$ cat src/rtl/if_stage_fifo_reg.sv
// ---------------------------------------------------------------------------
// if_stage_fifo_reg
//   This block sits between the IF and ID stages. It is a small circular buffer
//   that holds up to DEPTH fetched {pc, instruction} pairs, so fetch can keep
//   running while decode is stalled. Both sides use valid/ready handshakes.
//   freeze holds all state. flush empties the buffer at the next edge.
//
// Ports
//   clk            rising-edge clock
//   rst            asynchronous active-high reset; clears all state
//   freeze         hazard stall: blocks push and pop, holds contents
//   flush          branch-taken flush: discards every entry at the next edge
//   in_valid       IF presents a fetched pair
//   in_ready       buffer accepts a pair this cycle
//   pc_in          fetched pc
//   instruction_in fetched instruction
//   out_valid      head entry is available to ID
//   out_ready      ID consumes the head this cycle
//   pc             head pc (0 when empty)
//   instruction    head instruction (0 when empty)
//   count          number of stored entries
// ---------------------------------------------------------------------------
module if_stage_fifo_reg #(
  parameter int BIT_NUMBER = 32,
  parameter int DEPTH      = 4,
  parameter int CNT_W      = $clog2(DEPTH + 1)
) (
  input  logic                  clk,
  input  logic                  rst,
  input  logic                  freeze,
  input  logic                  flush,
  input  logic                  in_valid,
  output logic                  in_ready,
  input  logic [BIT_NUMBER-1:0] pc_in,
  input  logic [BIT_NUMBER-1:0] instruction_in,
  output logic                  out_valid,
  input  logic                  out_ready,
  output logic [BIT_NUMBER-1:0] pc,
  output logic [BIT_NUMBER-1:0] instruction,
  output logic [CNT_W-1:0]      count
);

  localparam int PTR_W = (DEPTH > 1) ? $clog2(DEPTH) : 1;
  localparam int ENT_W = 2 * BIT_NUMBER;
  localparam logic [CNT_W-1:0] CNT_FULL = CNT_W'(DEPTH);

  if ((DEPTH < 2) || ((DEPTH & (DEPTH - 1)) != 0)) begin : g_bad_depth
    $error("if_stage_fifo_reg: DEPTH must be a power of two and at least 2");
  end

  logic [ENT_W-1:0] storage [DEPTH];
  logic [PTR_W-1:0] wr_ptr;
  logic [PTR_W-1:0] rd_ptr;
  logic [CNT_W-1:0] cnt;
  logic             full;
  logic             empty;
  logic             push;
  logic             pop;
  logic [ENT_W-1:0] head;

  assign full  = (cnt == CNT_FULL);
  assign empty = (cnt == '0);

  // Ready depends only on local state and the pipeline controls. It never
  // looks at out_ready, so no combinational ready path passes through here.
  // As a result a full buffer refuses a push even in a cycle where it pops.
  assign in_ready  = !full  && !freeze && !flush;
  assign out_valid = !empty && !freeze && !flush;

  assign push = in_valid  && in_ready;
  assign pop  = out_valid && out_ready;

  // The head stays visible during freeze. It is forced to 0 when the buffer
  // is empty, so stale data left behind by a flush never shows up.
  assign head        = storage[rd_ptr];
  assign pc          = empty ? '0 : head[ENT_W-1:BIT_NUMBER];
  assign instruction = empty ? '0 : head[BIT_NUMBER-1:0];
  assign count       = cnt;

  // Because DEPTH is a power of two, the pointers wrap on their own.
  always_ff @(posedge clk or posedge rst) begin
    if (rst) begin
      wr_ptr <= '0;
      rd_ptr <= '0;
      cnt    <= '0;
      for (int i = 0; i < DEPTH; i++) begin
        storage[i] <= '0;
      end
    end else if (flush) begin
      wr_ptr <= '0;
      rd_ptr <= '0;
      cnt    <= '0;
    end else begin
      if (push) begin
        storage[wr_ptr] <= {pc_in, instruction_in};
        wr_ptr          <= wr_ptr + PTR_W'(1);
      end
      if (pop) begin
        rd_ptr <= rd_ptr + PTR_W'(1);
      end
      case ({push, pop})
        2'b10:   cnt <= cnt + CNT_W'(1);
        2'b01:   cnt <= cnt - CNT_W'(1);
        default: cnt <= cnt;
      endcase
    end
  end

endmodule

$ cat config.mk
export PLATFORM = sky130hd
export DESIGN_NAME = if_stage_fifo_reg
export DESIGN_NICKNAME = d
export VERILOG_FILES = /design/src/rtl/if_stage_fifo_reg.sv
export SDC_FILE = /design/constraint.sdc
export NUM_CORES = 1
export LEC_CHECK = 0
export CORE_UTILIZATION = 42
export CTS_CLUSTER_DIAMETER = 80
export CTS_CLUSTER_SIZE = 8
export DETAILED_ROUTE_END_ITERATION = 12
export PLACE_DENSITY = 0.63
export SLEW_MARGIN = 30
export SYNTH_ARGS = -nofsm -noshare
export SYNTH_HDL_FRONTEND = slang
export SYNTH_SLANG_ARGS = --single-unit
$ cat constraint.sdc
create_clock -name clk -period 18.1 [get_ports clk]
set_input_delay 3.62 -clock clk [delete_from_list [all_inputs] [get_ports clk]]
set_output_delay 3.62 -clock clk [all_outputs]
set_load 0.05 [all_outputs]
======== After elaboration in Yosys (flattened, before gate mapping) ========
Cells that the tools add are included.
cells by class
  add/subtract/negate cells ............... 4
  $lt $le $gt $ge ......................... 3
  eq/ne operators ......................... 3
  muxes and demuxes ....................... 14
  bitwise gates (word level) .............. 3
  reductions and logical operators ........ 16
operator list
  kind                                                         number
  bitwise mux 256 bit                                          1
  two-way mux 64 bit                                           3
  binary-select mux 64 bit (select 2 bit)                      1
  demux 64 bit (select 2 bit)                                  1
  two-way mux 32 bit                                           2
  two-way mux 2 bit                                            4
  logical AND 1 bit                                            7
  greater-or-equal comparator 3 bit (second input constant)    2
  inverter 2 -> 3 bit                                          2
  one-hot mux 3 bit (2 select lines)                           1
  adder 2 x 1 -> 2 bit (second input constant)                 2
  zero test 1 bit                                              4
  nonzero test 2 bit                                           2
  adder 3 x 1 -> 3 bit (second input constant)                 1
  == test 3 bit (second input constant)                        1
  zero test 3 bit                                              1
  less-than comparator 3 x 1 -> 1 bit (second input constant)  1
  two-way mux 3 bit                                            1
  nonzero test 3 bit                                           1
  subtractor 3 x 1 -> 3 bit (second input constant)            1
  == test 2 x 1 -> 1 bit (second input constant)               1
  == test 2 bit (second input constant)                        1
  AND reduction 2 bit                                          1
  inverter 1 bit                                               1
word-level totals
  register bits after elaboration ......... 263
  input bits .............................. 70
  output and inout bits ................... 69
  logic and storage cells ................. 50

======== Depth between registers and ports, before layout ========
  word-level depth ........................ 8
  gate-level depth with buffers ........... 7
  depth with buffers taken out ............ 7

======== Worst setup path before layout ========
No wires, ideal clock.
  path kind ............................... in2out
  start ................................... input freeze
  end ..................................... output in_ready
  arrival ................................. 4.738 ns
  required time ........................... 14.480 ns
  setup slack ............................. 9.742 ns
  stages .................................. 2
  path through ............................ or2_2 -> a21oi_1
between the ends
  cells in the longest elaborated chain, start to end .. 3
RTL lines
  item                            RTL line  source
  from (decl)                     30        input logic freeze,
  zero test 1 bit                 67        assign in_ready = !full && !freeze && !flush;
  logical AND 1 bit (2 in a row)  67
  to (decl)                       33        output logic in_ready,
No other way between the ends.

======== Worst setup path in the final report ========
  start ................................... input flush
  end ..................................... output in_ready
between the ends
  cells in the longest elaborated chain, start to end .. 2
RTL lines
  item               RTL line  source
  from (decl)        31        input logic flush,
  zero test 1 bit    67
  logical AND 1 bit  67
No other way between the ends.

==> impl_metrics.json <==
{
  "result_of_the_run": "finished clean",
  "max_freq_mhz": 109.3,
  "whs_endpoint": "storage[27]",
  "switching_power_uw": 464.4,
  "yosys.cell_types.count": 37,
  "numClockSinks": 263,
  "critical_path_class": "in -> out",
  "worst_skew_pair.late_latency_ns": 0.50,
  "flow.area_growth_from_synthesis_pct": 20.60,
  "die_height_um": 172.1,
  "internal_power_mw": 1.251,
  "crit_chain": "clkdlybuf4s50_1, or2_2, a21oi_1, clkdlybuf4s50_1",
  "dpl_cell_area_um2": 13630,
  "synth_nets": 821,
  "final_min_period_over_clock_period_pct": 50.56,
  "boundaryPins": 139,
  "finalMaxSlewViolations": 0,
  "post-route-cell-area_um2": 14660,
  "syn-instance-count": 746,
  "leakage_nw": 6.427,
  "utilization_pct": 52.19,
  "peakVddDrop_v": 0.00009043,
  "power.sequential.fraction_pct": 42.4,
  "postRouteAntennaNets": 0,
  "dieArea_um2": 29620,
  "async_reset_ff_share_pct": 100.0,
  "clockPowerShare_pct": 35.5,
  "detailedPlacementHpwl_um": 13720,
  "netSwitchingFraction_pct": 27.07,
  "cp-end-kind": "output pin",
  "drt_pre_antenna_iters": 4,
  "gp_routability_congestion": 0.7622,
  "ys_ff_latch": 263,
  "design.final.nets": 958,
  "most_common_library_cells_after_synthesis": "dfrtp_1 (263), mux2_2 (216), mux4_2 (64), nor2b_1 (64), mux2_1 (40)",
  "initial_core_utilization_pct": 43.27,
  "vias_per_cell": 5.325,
  "final-setup-viol-count": 0,
  "antenna_violations_before_repair": 2,
  "grt_pass1_wl_um": 40190,
  "clock_tree_from_tritoncts": "built",
  "cts_max_level": 2,
  "synthesis.yosys.warnings": 0,
  "synth.top_cells.by_area": "dfrtp_1 (54%), mux2_2 (20%), mux4_2 (12%)",
  "number_of_placement_rows": 61,
  "first_global_vias": 7337,
  "power.combinational.fraction_pct": 22.1,
  "pin_count_of_the_biggest_net_entering_global_routing": 141,
  "drv_cap": 0,
  "drt_total_wl_um": 24940,
  "overflow": 0,
  "r2r-start": "count[0]",
  "worstPathMaxFanout": 7,
  "synthFlopType": "dfrtp_1",
  "crit_slowest_cell": "clkdlybuf4s50_1",
  "timing.critical_path.arrival_ns": 5.53,
  "floorplan.core_area_um2": 28090,
  "synthesis.area_um2": 12150,
  "layout-drive-gt1-share_pct": 37.81,
  "critPathBufInv": 2,
  "worstHoldPathType": "reg -> reg",
  "fin_total_pwr_mw": 1.716,
  "die-width_um": 172.1,
  "hold_path_depth": 1,
  "critPathTopFamily": "buffers and inverters",
  "min_from": "storage[27]",
  "synthMostInstantiatedCell": "dfrtp_1",
  "synth.yosys.seq_area_share_pct": 54.15,
  "finish.cell_count_without_fillers": 1265,
  "timing.critical_path.slowest_cell_delay_ns": 0.83,
  "post-synth-top-area-cell": "dfrtp_1",
  "setup-tns-final_ns": 0,
  "mean_area_per_synthesized_cell_um2": 16.29,
  "cts_repair_resize_count": 0,
  "worst_r2r_path_depth": 4,
  "wl_per_cell_um": 19.72,
  "cts_buffers": 38,
  "timing.final.crit_period_ns": 9.152,
  "r2r_end": "storage[125]",
  "worst_slew_pin_slew_ns": 0.9133,
  "critPathRequiredTime_ns": 14.48,
  "dr_total_vias": 6736,
  "worst_clock_skew_ns": 0.01377,
  "max_transition_margin_pct": 39.12,
  "holdBufCountCts": 0,
  "postCtsSetupBuffers": 0,
  "most_frequent_cell_on_the_critical_path": "clkdlybuf4s50_1",
  "port-buffer-count": 138,
  "grtUsageTotal_pct": 17.73,
  "clock-root-buffer": "clkbuf_16",
  "drt-initial-drc-count": 316,
  "clk_transition_reported_paths_ns": 0.04,
  "synth_edf_count": 0,
  "power.density_nw_per_um2": 117.0,
  "drcViolationCount": 0,
  "cts.path.max_buffers": 3,
  "timing.reg2reg.setup_slack_ns": 15.49,
  "final_hold_viol_count": 0,
  "startpoint_types": "input pin",
  "synth_top_area_share_pct": 54.15,
  "dp.cells": 1220,
  "grt_setup_unrepaired": "no"
}
-- layout make-up --
type	count	area, µm²
fill	2435	13430
sequential	263	6586
multi-input combinational	431	5119
timing repair buffer	143	1451
clock buffer	42	987.2
tap	378	473.0
inverter	6	30.03
clock inverter	1	8.758
antenna	1	2.502
-- power groups by stage --
| stage | clock, mW | sequential, mW | combinational (mW) |
|---|---|---|---|
| after global routing | 0.656 | 0.740 | 0.406 |
| after CTS | 0.631 | 0.728 | 0.385 |
| after detailed placement | 0 | 0.736 | 0.384 |
| after global placement | 0 | 0.734 | 0.379 |
| after floorplan | 0 | 0.720 | 0.284 |
| final | 0.609 | 0.728 | 0.379 |
-- per-stage QoR --
stage | worst slack [ns] | hold slack (ns)
3_5_place_dp | 8.937 | 0.4757
2_1_floorplan | 7.240 | 0.4587
3_3_place_gp | 8.954 | 0.4685
6_report | 8.948 | 0.4830
4_1_cts | 8.920 | 0.4869
5_1_grt | 8.877 | 0.4973
-- worst reg2reg max path, stage by stage (launching register included) --
cell and delay (ns):
dfrtp_1 0.53, or3b_1 0.22, and3_1 0.69, nand2_8 0.52, mux2_1 0.53
-- registers in the layout, summed over array words and instances, names as in the netlist --
name	count
storage	256
wr_ptr	2
count	3
rd_ptr	2
-- how the worst max path moves through the flow --
stage,startpoint,to,slack (ns),cells past startpoint
after floorplan,rst,count[0],7.24,1
after global placement,flush,in_ready,8.95,4
after detailed placement,flush,in_ready,8.94,4
after CTS,flush,in_ready,8.92,4
after global routing,flush,in_ready,8.88,4
final,flush,in_ready,8.95,4
-- layout by cell type (no fill, tap or decap), types with 2 or more instances in the layout --
| cell | Yosys | routed |
|---|---|---|
| a21oi_1 | 2 | 2 |
| buf_4 | 0 | 3 |
| clkbuf_1 | 14 | 3 |
| clkbuf_16 | 0 | 39 |
| clkdlybuf4s50_1 | 0 | 138 |
| dfrtp_1 | 263 | 261 |
| ha_1 | 4 | 4 |
| inv_1 | 6 | 5 |
| mux2_1 | 40 | 40 |
| mux2_2 | 216 | 216 |
| mux4_2 | 64 | 64 |
| nand2_1 | 4 | 4 |
| nand2_8 | 4 | 4 |
| nand3_1 | 2 | 2 |
| nor2_1 | 5 | 5 |
| nor2b_1 | 64 | 64 |
| nor3_1 | 4 | 3 |
| xnor2_1 | 3 | 3 |
-- kinds of logic (layout without fill, tap and decap cells) --
family	count (synthesis)	count (layout)	share of synthesized area, %
muxes	320	320	35.58
xor gates and xnor gates	3	3	0.2162
buffers and inverters	52	192	3.778
and+or+nand+nor	93	93	5.075
other	0	1	0
DFF	263	263	54.15
adders and majority gates	5	5	0.5765
AOI/OAI and AO/OA	10	10	0.6280
-- per-layer routing --
layer / up-vias / track usage [%] / part of all wire [%]
li1: 2997 / - / -
met1: 3549 / 22.70 / 44
met2: 137 / 28.96 / 48
met3: 51 / 4.417 / 5.6
met4: 2 / 6.849 / 2.5
met5: - / 0 / 0.052
(Power assumes the default switching activity.)
==> edit, RTL diff (same flow settings) <==
Set the parameter `DEPTH` to 8 (it was 4).
--- a/src/rtl/if_stage_fifo_reg.sv
+++ b/src/rtl/if_stage_fifo_reg.sv
@@ -24,3 +24,3 @@
   parameter int BIT_NUMBER = 32,
-  parameter int DEPTH      = 4,
+  parameter int DEPTH      = 8,
   parameter int CNT_W      = $clog2(DEPTH + 1)
Interface: changed (resized count); port bits go from 139 to 140. The function was not compared with the original's and may differ.
==> edit against the unedited design <==
- worst setup slack better by 0.15 ns
- routed wire length up 120%
- clock skew up 0.0026 ns
- power up 84%
- sequential cell count up 259
- sequential share of layout area up 1.7 points
- combinational power up 55%
- final area up 91%
- hold slack worse by 0.0020 ns
- synthesized area up 96%
- global-route usage up 1.9 points
- largest cell class unchanged
- largest power group unchanged
- highest routed layer unchanged
==> edit: results (changes against the unedited design) <==
run_status:
  status: "completed"
logic_synthesis:
  synthXorXnorAreaFrac: 0.00147  # -0.000693
  muxShareOfSynthArea: 0.400  # +0.0444
  synth_seq_area_share: 0.548  # +0.00614
  synthCells: 1456  # +95%
  yosysUniqueCellTypes: 46  # +24%
  ys_top_cells_by_count: "dfrtp_1 (522), mux2_2 (443), mux4_2 (128)"
  synth_compound_area_frac: 0.00294  # -0.00334
final_layout:
  fillers: 4680  # +92%
  nets: 1677  # +75%
  layout-drive-gt1-share: 0.470  # +0.0917
  fin_cells: 2356  # +86%
clocking:
  htree_levels: 3  # +1
  clkLatencyLatePin_ns: 0.59  # +0.09 ns
  cts_buffers: 75  # +97%
worst_hold_path:
  hold_path_startpoint: "storage[511]$_DFFE_PP0P_"
timing:
  whs_ns: 0.481  # -0.00199 ns
  tightest_slew_ns: 0.983  # +0.0696 ns
power:
  p_leak_nw: 12.8  # +99%
  ir_worst_vdd_v: 0.0000549  # -39%
global_route:
  grt_pass1_vias: 14400  # +96%
  gr-usage-met1: 0.284  # +0.0569
  grt_util_met2: 0.300  # +0.0103
  met3_usage: 0.0365  # -0.00767
  grt_max_degree: 189  # +34%
placement:
  post-dp-hpwl_um: 29500  # +120%
  pre_cts_slack_ns: 9.11  # +0.168 ns
routing:
  drtIter0Drc: 676  # +110%
  dr.pass1.iters: 6  # +2
  met1_length_um: 25600  # +140%
  wl_met2_um: 25000  # +110%
  dr_wl_met3_um: 2300  # +65%
critical_path:
  worstReg2RegEnd: "storage[252]$_DFFE_PP0P_"
  rr_worst_depth: 5  # +1
  worstPathMaxFanout: 14  # +7
-- edit: cell types whose count changed after synthesis, sizes merged, moves of 40 or more --
cell and delta:
nor2b -63, mux2 +257, buf +40, mux2i +66
dfrtp +259, nor2 +64, mux4 +64
-- edit: report_power, final --
part	switching, mW	leakage [nW]	internal, mW
clock network	0.471	0.983	0.760
logic	0.325	4.73	0.263
registers	0.0599	7.05	1.28
-- edit: area by class of cell --
cell class / count / area share
Tap cell: 748 / 0.0334
Timing Repair Buffer: 166 / 0.0603
Multi-Input combinational cell: 833 / 0.368
Clock buffer: 80 / 0.0707
Antenna cell: 1 / 0.0000893
Clock inverter: 2 / 0.000625
Sequential cell: 522 / 0.467
Inverter: 4 / 0.000670
-- edit: worst max path at each step --
stage / startpoint / endpoint / cells past startpoint
floorplan: rst / count[0]$_DFFE_PP0P_ / 1
global placement: flush / out_valid / 3
detailed placement: flush / in_ready / 3
CTS: flush / in_ready / 3
global route: flush / in_ready / 3
finish: flush / in_ready / 3
